### config.mk
export PLATFORM = sky130hd
export DESIGN_NAME = bin_to_bcd_seq
export DESIGN_NICKNAME = d
export VERILOG_FILES = /design/src/rtl/bcd_pkg.sv /design/src/rtl/bcd_digit_adjust.sv /design/src/rtl/bin_to_bcd_seq.sv
export SDC_FILE = /design/constraint.sdc
export NUM_CORES = 1
export LEC_CHECK = 0
export ABC_CLOCK_PERIOD_IN_PS = 1500
export CORE_MARGIN = 2
export CORE_UTILIZATION = 55
export DETAILED_ROUTE_END_ITERATION = 8
export MAX_ROUTING_LAYER = met4
export PLACE_DENSITY = 0.87
export RECOVER_POWER = 100
export SYNTH_ARGS = -nofsm -noshare
export SYNTH_HDL_FRONTEND = slang
export SYNTH_SLANG_ARGS = --single-unit
### constraint.sdc
create_clock -name Clock -period 1.5 [get_ports Clock]
set_input_delay 0.15 -clock Clock [delete_from_list [all_inputs] [get_ports Clock]]
set_output_delay 0.15 -clock Clock [all_outputs]
set_load 0.03 [all_outputs]
### src/rtl/bcd_pkg.sv
// bcd_pkg: shared state encoding, BCD digit constants and range helper for bin_to_bcd_seq
package bcd_pkg;

  typedef enum logic [1:0] {
    IDLE  = 2'd0,
    SHIFT = 2'd1,
    DONE  = 2'd2
  } state_e;

  localparam int               BCD_DIGIT_W = 4;
  localparam logic [BCD_DIGIT_W-1:0] ADJ_THRESH = 4'd5;
  localparam logic [BCD_DIGIT_W-1:0] ADJ_ADD    = 4'd3;

  // 10^n as a constant function, used to reject DIGITS too small for IN_W at elaboration
  function automatic logic [63:0] pow10(input int n);
    logic [63:0] r;
    r = 64'd1;
    for (int i = 0; i < n; i++) r = r * 64'd10;
    return r;
  endfunction

endpackage

### src/rtl/bcd_digit_adjust.sv
// bcd_digit_adjust: double-dabble digit correction, adds 3 to a BCD digit that is 5 or more
module bcd_digit_adjust
  import bcd_pkg::*;
(
  input  logic [BCD_DIGIT_W-1:0] d_i,
  output logic [BCD_DIGIT_W-1:0] q_o
);

  // A digit >= 5 would exceed 9 after the upcoming doubling, so pre-correct it
  always_comb q_o = (d_i >= ADJ_THRESH) ? d_i + ADJ_ADD : d_i;

endmodule

### src/rtl/bin_to_bcd_seq.sv
// bin_to_bcd_seq: sequential shift-and-add-3 binary to BCD converter, one bit per clock; BCD_AUTO_RESTART_EN makes it free-run
module bin_to_bcd_seq
  import bcd_pkg::*;
#(
  parameter int IN_W   = 9,
  parameter int DIGITS = 3
) (
  input  logic                          Clock,
  input  logic                          Resetn,
  input  logic                          start,
  input  logic [IN_W-1:0]               bin,
  output logic                          busy,
  output logic                          done,
  output logic [BCD_DIGIT_W*DIGITS-1:0] bcd
);

  localparam int ACC_W = BCD_DIGIT_W * DIGITS;
  localparam int CNT_W = $clog2(IN_W + 1);
  localparam logic [CNT_W-1:0] CNT_LOAD = CNT_W'(IN_W);
  localparam logic [CNT_W-1:0] CNT_LAST = CNT_W'(1);

  if (pow10(DIGITS) <= ((64'd1 << IN_W) - 64'd1)) begin : g_range_err
    $error("bin_to_bcd_seq: DIGITS too small to hold the largest IN_W-bit value");
  end

  state_e            state_q;
  logic [IN_W-1:0]   shreg_q;
  logic [ACC_W-1:0]  acc_q;
  logic [ACC_W-1:0]  adj;
  logic [CNT_W-1:0]  cnt_q;
  logic              busy_q;
  logic              done_q;
  logic [ACC_W-1:0]  bcd_q;
  logic              go;

`ifdef BCD_AUTO_RESTART_EN
  assign go = 1'b1;
`else
  assign go = start;
`endif

  for (genvar k = 0; k < DIGITS; k++) begin : g_adj
    bcd_digit_adjust u_adj (
      .d_i(acc_q[k*BCD_DIGIT_W +: BCD_DIGIT_W]),
      .q_o(adj[k*BCD_DIGIT_W +: BCD_DIGIT_W])
    );
  end

  // Control FSM with datapath and registered busy/done/bcd outputs
  always_ff @(posedge Clock or negedge Resetn) begin
    if (!Resetn) begin
      state_q <= IDLE;
      shreg_q <= '0;
      acc_q   <= '0;
      cnt_q   <= '0;
      busy_q  <= 1'b0;
      done_q  <= 1'b0;
      bcd_q   <= '0;
    end else begin
      done_q <= 1'b0;
      case (state_q)
        IDLE: begin
          if (go) begin
            shreg_q <= bin;
            acc_q   <= '0;
            cnt_q   <= CNT_LOAD;
            busy_q  <= 1'b1;
            state_q <= SHIFT;
          end
        end
        SHIFT: begin
          {acc_q, shreg_q} <= {adj, shreg_q} << 1;
          cnt_q            <= cnt_q - 1'b1;
          if (cnt_q == CNT_LAST) state_q <= DONE;
        end
        DONE: begin
          bcd_q   <= acc_q;
          done_q  <= 1'b1;
          busy_q  <= 1'b0;
          state_q <= IDLE;
        end
        default: begin
          busy_q  <= 1'b0;
          state_q <= IDLE;
        end
      endcase
    end
  end

  assign busy = busy_q;
  assign done = done_q;
  assign bcd  = bcd_q;

endmodule

# Word level (Yosys, flattened, before mapping)
# Cells that the tools add are included.
# word_totals
register_bits	41
in_bits	12
out_inout_bits	14
wordCells	40
# classes
n_addsub	4
magnitude_cmp	3
eq_ne	5
mux	15
bitwise_logic	1
reduce_logical	5
# ops
op	n
one-hot mux 12 bit (2 select lines)	1
one-hot mux 9 bit (2 select lines)	1
>= comparator 4 x 3 -> 1 bit (second input constant)	3
2-to-1 mux 12 bit	1
2-to-1 mux 4 bit	3
2-to-1 mux 9 bit	1
adder 4 x 2 -> 4 bit (second input constant)	2
one-hot mux 4 bit (2 select lines)	1
AND reduction 2 bit	3
equality test 4 x 1 -> 1 bit (second input constant)	1
2-to-1 mux 2 bit	2
!= test 2 bit (second input constant)	2
one-hot mux 2 bit (2 select lines)	1
subtractor 4 x 1 -> 4 bit (second input constant)	1
adder 3 x 2 -> 3 bit (second input constant)	1
2-to-1 mux 3 bit	1
equality test 2 x 1 -> 1 bit (second input constant)	1
equality test 2 bit (second input constant)	1
logical NOT 2 bit	1
2-to-1 mux 1 bit	2
one-hot mux 1 bit (2 select lines)	1
nonzero test 2 bit	1
NOT 1 bit	1

# Logic depth before layout (Yosys ltp)
# depth
ltp_word	3
depth_mapped	6
mapped_depth_nobuf	5

# Modules after synthesis
# Synthesis repeated with hierarchy kept, for this count alone.
# hier_totals
cells_unflattened	182
area_unflattened_um2	2026.9
# by_module_without_submodules
module	n_inst	cells_each	area_each_um2	seq_area_each_um2
bin_to_bcd_seq	1	134	1722.9	1026.0
bcd_digit_adjust	3	16	101.3	0.0

# Least setup slack after synthesis
# No wires, ideal clock.
# synth_path
kind	reg2reg
startpoint	reg acc_q[0]
endpoint	reg acc_q[4]
setup_time_ns	0.101
t_arrival_ns	1.208
required_ns	1.399
slack_ns	0.191
stages_incl_launch_ff	6
n_path_buf	0
synth_period_minus_slack_ns	1.309
cell_sequence	dfrtp_1 inv_1 ha_1 nor2b_1 o21a_1 o32ai_1
# synth_via
elab_chain_cells	3
elab_cells_between_ends	4
cone_classes	add/sub: 1; order compare: 1; mux: 2
# synth_rtl
element	line_no	source
start, declared	bin_to_bcd_seq.sv:28	logic [ACC_W-1:0] acc_q;
start signal, assigned	bin_to_bcd_seq.sv:72	{acc_q, shreg_q} <= {adj, shreg_q} << 1;
adder 4 x 2 -> 4 bit or >= comparator 4 x 3 -> 1 bit (tied branches)	bcd_digit_adjust.sv:10	always_comb q_o = (d_i >= ADJ_THRESH) ? d_i + ADJ_ADD : d_i;
2-to-1 mux 4 bit *	bcd_digit_adjust.sv:10	
one-hot mux 12 bit (2 select lines) *	bin_to_bcd_seq.sv:61	case (state_q)
# Every way passes the cells marked *; elsewhere a longest branch is shown, timed or not.
# A chain may end at the register's enable or synchronous reset.

# Worst setup path in the final report
# layout_path
startpoint	reg bcd_q[7], in the netlist bcd[7]
endpoint	out bcd[7]
# layout_rtl
element	line_no	source
start, declared	bin_to_bcd_seq.sv:33	logic [ACC_W-1:0] bcd_q;
start signal, assigned	bin_to_bcd_seq.sv:77	bcd_q <= acc_q;
end, declared	bin_to_bcd_seq.sv:14	output logic [BCD_DIGIT_W*DIGITS-1:0] bcd
# No word-level cell between the ends.

==> impl_results.md <==
* Initial DRC Count at 85
* Slew Limit Fails at 0
* Avg WL per Cell at around 14 µm
* Largest cells by area after synthesis: dfrtp_1 (49%), nand2_1 (5.2%), ha_1 (4.8%)
* Via count at approximately 1,600
* Vias in the first global route at 1,570
* Final net count at between 200 and 300
* RSZ-0062 raised after global routing: no
* Setup TNS at 0 ns
* Hold depth at 3
* Num rows at 22
* Dpl ws at approximately 0.037 ns
* Largest net degree at the start of global routing at 42
* Initial Utilization at between 50% and 60%
* Maximum capacitance violations at 0
* Mapped Cells at 200
* Post-synth EDFFs at 0
* Top cell type's share of synthesized area at between 40% and 50%
* Port bufs at 25
* Synth Register Bits at 41
* PwrDens at between 2000 and 2500 nW/µm²
* Utilization after layout at between 60% and 70%
* Slew margin rel. at 34.1%
* 1st-pass router iterations at 4
* Largest area contributor in the netlist: dfrtp_1
* H-tree depth at 2
* Main synth FF type: dfrtp_1
* Chip Width at 65.7 µm
* Yosys synthesis warning count at 0
* HPWL Detailed at 2.81 mm
* Most common cell in the netlist: dfrtp_1
* Post-Syn Area at 2100 µm²
* Period utilisation layout at between 90% and 100%
* Top delay family on crit path: buffers and inverters
* Outcome: complete, no violations
* Core region area at about 3700 µm²
* CP max-delay cell: clkdlybuf4s50_1
* Critical path's largest stage delay at between 0.6 and 0.7 ns
* Setup Skew at 0.00680 ns
* WS Path Type: flop to output pin
* Hold_ws at between 0.4 and 0.5 ns
* Sequential area share after synthesis at 49.0%
* Static Leak at approximately 1.1 nW
* Setup ws final at about 0.041 ns
* Initial antenna violation count at 0
* Top-Level Pins at 26
* CP Depth at 1
* Worst slew pin tran at 0.989 ns
* Die height at 65.7 µm
* Fraction of layout cells with a size suffix above 1 at roughly 18%
* Reg2Reg Depth at 5
* Maximum operating frequency at a little under 0.7 GHz
* Critical Path AT at about 1.3 ns
* Mapped Avg Cell Area at 10.5 µm²
* Antenna viol nets, final at 0
* Crit path buf inv count at 1
* Sink Count at 41
* Setup violators final at 0
* Die ar. at roughly 4300 µm²
* Synthesis-to-layout area growth at 16.9%
* CTS buffer count at 5
* Layout Cells excl Fill at around 280
* Clock transition at the registers of the reported paths at 0.07 ns
* Via density per instance at 5.48
* CP Cell Sequence: clkdlybuf4s50_1
* CTS tree: yes
* Hold WC Path Type: input port to flop
* Mapped Nets at 220
* Period minus WS final at about 1.5 ns
* All-Layer GR Usage at 22.3%
* Gpl congestion at 0.793
* Clock Path Buffers at 2
* Crit. End Element: output pin
* CTS root buf: clkbuf_8
* GRT overflow at 0
* Post-synth ARST share at 100%
* Final hold vios at 0
* Wirelength, routed at 3.98 mm
* Post-placement cell count at 275
* CP required at 1.35 ns
* Crit path launch type: flop
* Global-route wire length before repair at 6.99 mm
* DRC at 0
* VDD IR-drop max at around 1.4 mV
* Post-synth top cells: dfrtp_1 (41), nand2_1 (29), inv_1 (16), o21ai_0 (16), nor2_1 (10)
* Diode count at 0
* Critical Path Fanout Max at 2
* Worst skew pair latency at about 0.3 ns
* Unique masters post-synth at 39
registers in the layout (all words and copies together) (netlist names):
signal   count
bcd         12
acc_q       12
state_q      2
shreg_q      9
done         1
cnt_q        4
busy         1
per-layer routing:
layer  global-route usage [%]  routed length (µm)  vias up
met2                     37.6                1980       37
met4                     7.81                  65        0
li1                         -                   -      760
met5                        -                   0        -
met3                     6.51                 191        8
met1                     25.2                1740      751
timing repair:
| item | 4_1_cts | 5_1_grt |
|---|---|---|
| endpoints found under the setup margin | 0 | 19 |
| gates resized for setup | 0 | 17 |
| buffers inserted | 0 | 1 |
| hold endpoints to repair | 41 | 0 |
| hold buffers | 1 | 0 |
kinds of logic (layout without fill, tap and decap cells):
family,after synthesis,in the layout,synth area share [%]
AO/OA/AOI/OAI,60,60,23.2
AND/OR/NAND/NOR,60,60,13.6
flip-flops,41,41,49.0
buffers and inverters,27,63,7.64
adder cells (fa/ha/maj),8,8,4.78
XOR/XNOR,2,2,0.836
multiplexers,2,2,0.955
worst paths after layout:
| path | startpoint | to | slack, ns |
|---|---|---|---|
| worst min-delay path | bin[3] | shreg_q[3] | 0.43 |
| worst max-delay path | bcd[7] | bcd[7] | 0.04 |
| worst max register to register | acc_q[5] | acc_q[6] | 0.09 |
| max in group asynchronous | Resetn | shreg_q[0] | 0.27 |
| min in group asynchronous | Resetn | bcd[1] | 0.62 |
| worst min register to register | bcd[10] | bcd[10] | 0.48 |
worst min-delay path, cell delays in order:
cell             delay (ns)
clkdlybuf4s50_1        0.39
nand2_1                0.07
a31oi_2                0.08
per-stage QoR:
stage	power (mW)	cell area, µm²
4_1_cts	5.61	2520
5_1_grt	5.87	2450
2_1_floorplan	3.97	2100
3_3_place_gp	4.61	2410
3_5_place_dp	4.74	2410
6_report	5.42	2450
power by group:
| part | switching, mW | internal (mW) |
|---|---|---|
| Sequential | 0.341 | 1.58 |
| Clock | 0.372 | 0.483 |
| Combinational | 1.53 | 1.12 |
layout make-up:
type | count | area (µm²)
Fill cell | 315 | 1210
Sequential cell | 41 | 1030
Timing Repair Buffer | 40 | 293
Clock buffer | 5 | 68.8
Clock inverter | 2 | 35.0
Multi-Input combinational cell | 132 | 907
Tap cell | 48 | 60.1
Inverter | 16 | 60.1
placed cells by master (no fill, tap or decap), drive strengths merged, types with 3 or more instances in the layout:
master / instances
a21oi: 5
o21ai: 20
inv: 16
ha: 8
o21a: 3
o31ai: 3
nor2b: 7
o221ai: 3
o2111ai: 6
o211ai: 3
clkbuf: 20
buf: 11
dfrtp: 41
nand2b: 6
a32o: 3
nand2: 34
nor2: 10
a31oi: 7
clkdlybuf4s50: 13
(Power assumes the default switching activity.)
